--- config.mk ---
export PLATFORM = sky130hd
export DESIGN_NAME = vec_cache_rd_data_master_buf
export DESIGN_NICKNAME = d
export VERILOG_FILES = /design/src/rtl/vector_cache_pkg.sv /design/src/rtl/vec_cache_sync_fifo.sv /design/src/rtl/vec_cache_rd_data_master_buf.sv
export SDC_FILE = /design/constraint.sdc
export NUM_CORES = 1
export LEC_CHECK = 0
export ABC_AREA = 1
export CAP_MARGIN = 20
export CORE_ASPECT_RATIO = 0.6
export CORE_MARGIN = 3
export CORE_UTILIZATION = 25
export CTS_CLUSTER_SIZE = 12
export DETAILED_ROUTE_END_ITERATION = 12
export HOLD_SLACK_MARGIN = 0.12
export SKIP_LAST_GASP = 1
export SLEW_MARGIN = 25
export SYNTH_ARGS = -nofsm -noshare
export SYNTH_HDL_FRONTEND = slang
export SYNTH_SLANG_ARGS = --single-unit
--- constraint.sdc ---
create_clock -name clk -period 4.4 [get_ports clk]
set_input_delay 0.88 -clock clk [delete_from_list [all_inputs] [get_ports clk]]
set_output_delay 0.88 -clock clk [all_outputs]
set_load 0.05 [all_outputs]
--- src/rtl/vector_cache_pkg.sv ---
// Shared vector-cache types: upstream read-data payload and default
// per-master credit depth.
package vector_cache_pkg;

  localparam int N_MASTERS            = 16;
  localparam int MASTER_ID_W          = $clog2(N_MASTERS);
  localparam int ROB_ID_W             = 6;
  localparam int DATA_W               = 32;
  localparam int DEFAULT_CREDIT_DEPTH = 4;

  typedef struct packed {
    logic [MASTER_ID_W-1:0] master_id;
    logic [ROB_ID_W-1:0]    rob_id;
  } txn_id_t;

  typedef struct packed {
    txn_id_t           txn_id;
    logic [DATA_W-1:0] data;
    logic              last;
  } us_data_pld_t;

endpackage

--- src/rtl/vec_cache_sync_fifo.sv ---
// Generic register FIFO; push/pop are qualified internally so an ignored
// request never moves a pointer.
module vec_cache_sync_fifo #(
  parameter  int WIDTH = 8,
  parameter  int DEPTH = 4,
  localparam int AW    = $clog2(DEPTH)
) (
  input  logic             clk,
  input  logic             rst,
  input  logic             push,
  input  logic [WIDTH-1:0] wr_data,
  input  logic             pop,
  output logic [WIDTH-1:0] rd_data,
  output logic [AW:0]      occupancy,
  output logic             full,
  output logic             empty
);

  logic [WIDTH-1:0] mem [DEPTH];
  logic [AW-1:0]    wr_ptr;
  logic [AW-1:0]    rd_ptr;
  logic [AW:0]      count;
  logic             push_ok;
  logic             pop_ok;

  assign empty     = (count == '0);
  assign full      = (count == (AW+1)'(DEPTH));
  assign pop_ok    = pop && !empty;
  // A pop in the same edge frees the slot, so a full FIFO still accepts.
  assign push_ok   = push && (!full || pop_ok);
  assign occupancy = count;
  assign rd_data   = empty ? '0 : mem[rd_ptr];

  always_ff @(posedge clk) begin
    if (rst) begin
      wr_ptr <= '0;
      rd_ptr <= '0;
      count  <= '0;
    end else begin
      if (push_ok) wr_ptr <= wr_ptr + AW'(1);
      if (pop_ok)  rd_ptr <= rd_ptr + AW'(1);
      case ({push_ok, pop_ok})
        2'b10:   count <= count + (AW+1)'(1);
        2'b01:   count <= count - (AW+1)'(1);
        default: count <= count;
      endcase
    end
  end

  // Storage is intentionally left out of reset.
  always_ff @(posedge clk) begin
    if (push_ok) mem[wr_ptr] <= wr_data;
  end

endmodule

--- src/rtl/vec_cache_rd_data_master_buf.sv ---
// Per-master read-data response buffer: absorbs beats from the decode lane,
// presents them over valid/ready and returns one credit per drained beat.
module vec_cache_rd_data_master_buf
  import vector_cache_pkg::*;
#(
  parameter  int N         = N_MASTERS,
  parameter  int MASTER_ID = 0,
  parameter  int DEPTH     = DEFAULT_CREDIT_DEPTH,
  localparam int OCC_W     = $clog2(DEPTH) + 1
) (
  input  logic             clk,
  input  logic             rst,
  input  logic             in_vld,
  input  us_data_pld_t     in_pld,
  output logic             out_vld,
  input  logic             out_rdy,
  output us_data_pld_t     out_pld,
  output logic             credit_rtn,
  output logic [OCC_W-1:0] occupancy,
  output logic             ovf_err,
  output logic             misroute_err
);

  localparam int PLD_W = $bits(us_data_pld_t);

  logic             full;
  logic             empty;
  logic             pop;
  logic             push;
  logic             misroute;
  logic [PLD_W-1:0] head;

  assign pop      = out_vld && out_rdy;
  assign push     = in_vld && (!full || pop);
  assign misroute = in_vld && (in_pld.txn_id.master_id != MASTER_ID_W'(MASTER_ID));
  assign out_vld  = !empty;
  assign out_pld  = us_data_pld_t'(head);

  vec_cache_sync_fifo #(
    .WIDTH (PLD_W),
    .DEPTH (DEPTH)
  ) u_fifo (
    .clk       (clk),
    .rst       (rst),
    .push      (push),
    .wr_data   (in_pld),
    .pop       (pop),
    .rd_data   (head),
    .occupancy (occupancy),
    .full      (full),
    .empty     (empty)
  );

  always_ff @(posedge clk) begin
    if (rst) begin
      credit_rtn   <= 1'b0;
      ovf_err      <= 1'b0;
      misroute_err <= 1'b0;
    end else begin
      credit_rtn <= pop;
      if (in_vld && full && !pop) ovf_err      <= 1'b1;
      if (misroute)               misroute_err <= 1'b1;
    end
  end

  // Parameter sanity, evaluated whenever reset is applied.
  always_ff @(posedge clk) begin
    if (rst) begin
      assert (DEPTH >= 2 && (DEPTH & (DEPTH - 1)) == 0);
      assert (MASTER_ID >= 0 && MASTER_ID < N);
      assert ($clog2(N) <= MASTER_ID_W);
    end
  end

endmodule

Word-level counts from Yosys, hierarchy flattened. Memories as Yosys holds them, arrays and structs flattened. A register that Yosys moved wholly into a read port is not among the register bits. Cells that the tools add are included.

Register bits after elaboration: 10. Memories: 1. Memory bits (writable): 172.

$add $sub $neg: 4. Equality and inequality tests: 3. Multiplexer cells: 6. Reductions and logical operators: 15.

Memories: u_fifo.mem (depth 4, width 43, rd ports 1, clocked after memory_dff 1, write ports 1, line vec_cache_sync_fifo.sv:19) `logic [WIDTH-1:0] mem [DEPTH];`.

Operators with widths (number): $mux 43 (1); $logic_and 1x1->1 (7); $pmux 3 s2 (1); $add 2x1->2 const B (2); $mux 2 (2); $reduce_bool 4->1 (1); $add 3x1->3 const B (1); $eq 3x3->1 const B (1); $logic_not 1->1 (3); $logic_not 3->1 (1); $sub 3x1->3 const B (1); $eq 2x1->1 const B (1); $eq 2x2->1 const B (1); $logic_or 1x1->1 (2); $mux 1 (2); $reduce_bool 2->1 (1).

Longest topological paths before layout.
Word-level depth: 8. Mapped depth: 13. Gate-level depth less buffers: 13.

Cells and area by module. A second synthesis with hierarchy kept.

Cells, all modules: 589. Area, all modules: 7297.0 sq um.

Modules (own cells, without submodules): vec_cache_sync_fifo (area each 7160.6 sq um, times used 1, cells an instance 572); vec_cache_rd_data_master_buf (area each 136.4 sq um, times used 1, cells an instance 17).

Worst setup path after synthesis. Ideal clock, no wire load.

Path kind: input to register. Start: input port out_rdy. End: memory u_fifo.mem[0][0] in the netlist's numbering, enable pin. Data required time: 3.956 ns. Buffers on the path: 0. Stages on the path: 4. Path slack: 0.948 ns. Arrival: 3.008 ns. Setup time: 0.444 ns. Cells stage by stage: inv_1 nand3_1 nand2_1 nor2_1.

Cells in the longest elaborated chain, start to end: 6. Elaborated cells between the ends (all ways): 8.

Ends and longest elaborated chain: from (decl) (line vec_cache_rd_data_master_buf.sv:16) `input logic out_rdy,`; $logic_and 1x1->1 (*) (line vec_cache_rd_data_master_buf.sv:33) `assign pop = out_vld && out_rdy;`; $logic_or 1x1->1 / $logic_and 1x1->1 (equally long branches) (line vec_cache_rd_data_master_buf.sv:34, vec_cache_sync_fifo.sv:28); $logic_and 1x1->1 / $logic_or 1x1->1 (equally long branches) (line vec_cache_rd_data_master_buf.sv:34, vec_cache_sync_fifo.sv:30); $logic_and 1x1->1 (*) (line vec_cache_sync_fifo.sv:30) `assign push_ok = push && (!full || pop_ok);`; $mux 1 (*) (line vec_cache_sync_fifo.sv:52) `if (push_ok) mem[wr_ptr] <= wr_data;`; $mux 1 (not written as such) (*) (line vec_cache_sync_fifo.sv:52); to (decl) (line vec_cache_sync_fifo.sv:19).

Mark *: on every way between the ends. The rest lies on a longest branch, timed or not.

==> reports/summary.txt <==
Setup ws final: 470 ps
PortBufs: 96
Synthesized area per cell: 12.3 µm²
Total GRT Usage: 11.3%
Setup violations, final: 0
Synth-to-layout area growth: 25.2%
Vias: 4639
Fin crit period: 3930 ps
Drt pass-1 iters: 4
Core area: 28100 µm²
Ant diodes: 0
Number of synthesized flops with an enable pin: 172
Gpl congestion: 0.731
CP Capture Type: output pin
Transition time of the tightest slew-check pin: 985 ps
Clk buf depth: 2
Synth Cell Area: 7280 µm²
Grt ovf: 0
HPWL after DPL: 10600 µm
Post-route ant nets: 0
Initial Util: 25.9%
Netlist cell types: 19
Slew Viols, Final: 0
# hold bufs at CTS: 0
Fin area: 9110 µm²
Pre-CTS setup slack: 936 ps
Vias in the first global route: 4522
Die Wd: 226 µm
Multi-input gate area: 1600 µm²
Seq. cell area: 5410 µm²
Row cnt: 47
Skew final: 11.6 ps
DRT iter0 DRCs: 304
Leakage: 3.06 nW
Initial antenna violation count: 1
Post-Synthesis Cells: 592
Layout cell share with drive strength beyond 1: 6.91%
Wire length per cell: 16.5 µm
Ys async rst share: 0%
Synth Net Count: 645
Warnings from Yosys: 0
Clk_lat worst skew: 430 ps
Fmax: 254 MHz
Die height: 138 µm
WS Path Type: register to output pin
Nets: 738
Most frequent cell after synthesis: nor2_1
Num CTS Buffers: 17
Worst EP required: 3520 ps
#FFs+latches synth: 184
Worst min path class: register to register
CTS resizes: 0
Slew HR: 34.2%
Post-synth top area cell: edfxtp_1
Pwr dens: 649 nW/µm²
Crit path max fanout: 40
Clock sink count: 184
CTS H-tree lvls: 4
Top FF cell, synth: edfxtp_1
IR drop worst, VDD: 0.354 mV
Area of placed instances: 8600 µm²
Worst-path clk slew: 70 ps
Post-route DRC: 0
First-pass GRT wire length: 26500 µm
Sequential area share after synthesis: 74.3%
Top cells by count, synth: nor2_1, edfxtp_1, o21ai_0, a21oi_1, o21ai_1
Area of the die: 31300 µm²
Final Hold Fails: 0
Maxcap violations: 0
Crit share post-route: 89.3%
Root Buffer Master: clkbuf_16
Total negative slack: 0 ps
Post CTS Setup Buffer Count: 0
Status: finished clean
Top-area cell type share of the netlist area: 71.0%
Filler instances: 2813
Via-to-Cell Ratio: 4.37
Worst setup SP type: register
CP Data Arrival Time: 3050 ps
Post-Route WL: 17500 µm
Io pins: 97
CTS tree: yes
RSZ-0062 raised after global routing: no
Largest cells by area after synthesis: edfxtp_1, nor2_1, o21ai_0
Largest net degree at the start of global routing: 49
## worst paths after layout
kind	from	end	slack, ps	cells past startpoint
setup / recovery	register	out_pld[0]	470	5
hold reg to reg	ovf_err$_SDFFE_PP0P_	ovf_err$_SDFFE_PP0P_	450	2
setup reg to reg	u_fifo.occupancy[1]$_SDFFE_PP0P_	u_fifo.occupancy[2]$_SDFFE_PP0P_	2130	12
hold / removal	ovf_err$_SDFFE_PP0P_	ovf_err$_SDFFE_PP0P_	450	2
## where the power goes
group / switching [mW] / total [mW] / internal (mW)
sequential: 0.0711 / 2.12 / 2.05
clock: 0.623 / 1.39 / 0.763
combinational: 1.73 / 2.41 / 0.681
total: 2.42 / 5.92 / 3.49
## state kept, by name (all words and copies together), names as in the netlist, named ones only
register / count
u_fifo.mem: 172
u_fifo.occupancy: 3
u_fifo.rd_ptr: 2
u_fifo.wr_ptr: 2
credit_rtn: 1
misroute_err: 1
ovf_err: 1
## through the flow
stage          cells  util [%]  hold WS [ps]  power [mW]
2_1_floorplan    592         -           459        3.78
3_3_place_gp    1033      30.6           440        4.58
3_5_place_dp    1033      30.6           448        4.59
4_1_cts         1062      32.4           459        5.98
5_1_grt         1062      32.4           491        6.20
6_report        1062      32.4           454        5.92
## layout by cell type, fill, tap and decap left out, types with 2 or more instances in the layout
cell type | Yosys | layout
a21oi_1 | 50 | 50
buf_4 | 6 | 11
clkbuf_1 | 3 | 2
clkbuf_16 | 0 | 17
clkdlybuf4s50_1 | 0 | 94
clkinv_2 | 0 | 5
clkinv_4 | 0 | 2
dfxtp_1 | 12 | 10
edfxtp_1 | 172 | 172
ha_1 | 5 | 5
inv_1 | 18 | 18
inv_2 | 4 | 4
nand2_1 | 15 | 15
nand3_1 | 6 | 6
nor2_1 | 188 | 184
nor2_4 | 0 | 4
o21ai_0 | 53 | 53
o21ai_1 | 35 | 35
## layout make-up
cell class | instances | share of cell area (%)
sequential | 184 | 59.4
timing repair buffer | 106 | 11.4
clock buffer | 19 | 4.75
inverter | 22 | 0.906
clock inverter | 10 | 0.920
multi-input combinational | 354 | 17.6
tap | 367 | 5.04
## worst max-delay path, stage by stage, from the launching register on
cell and delay (ps):
dfxtp_4 470, inv_2 480, buf_4 340, o21ai_0 130, a21oi_1 310, clkdlybuf4s50_1 880
## cell families (layout without fill, tap and decap cells)
kind of cell | count (synthesis) | in the layout | synth area share (%)
flip-flops | 184 | 184 | 74.3
buffers and inverters | 54 | 157 | 4.14
AO/OA/AOI/OAI | 138 | 138 | 9.49
AND/OR/NAND/NOR | 210 | 210 | 11.0
adder cells (fa/ha/maj) | 6 | 6 | 1.13
## layer usage
metal	part of all wire, %	track usage, %	vias up	wire length, µm
li1	-	-	2252	-
met1	48	15.6	2240	8350
met2	45	17.0	126	7790
met3	6.5	3.54	19	1140
met4	1.1	3.68	2	201
met5	0.063	0	-	11
Power figures use the tool's default switching activity.
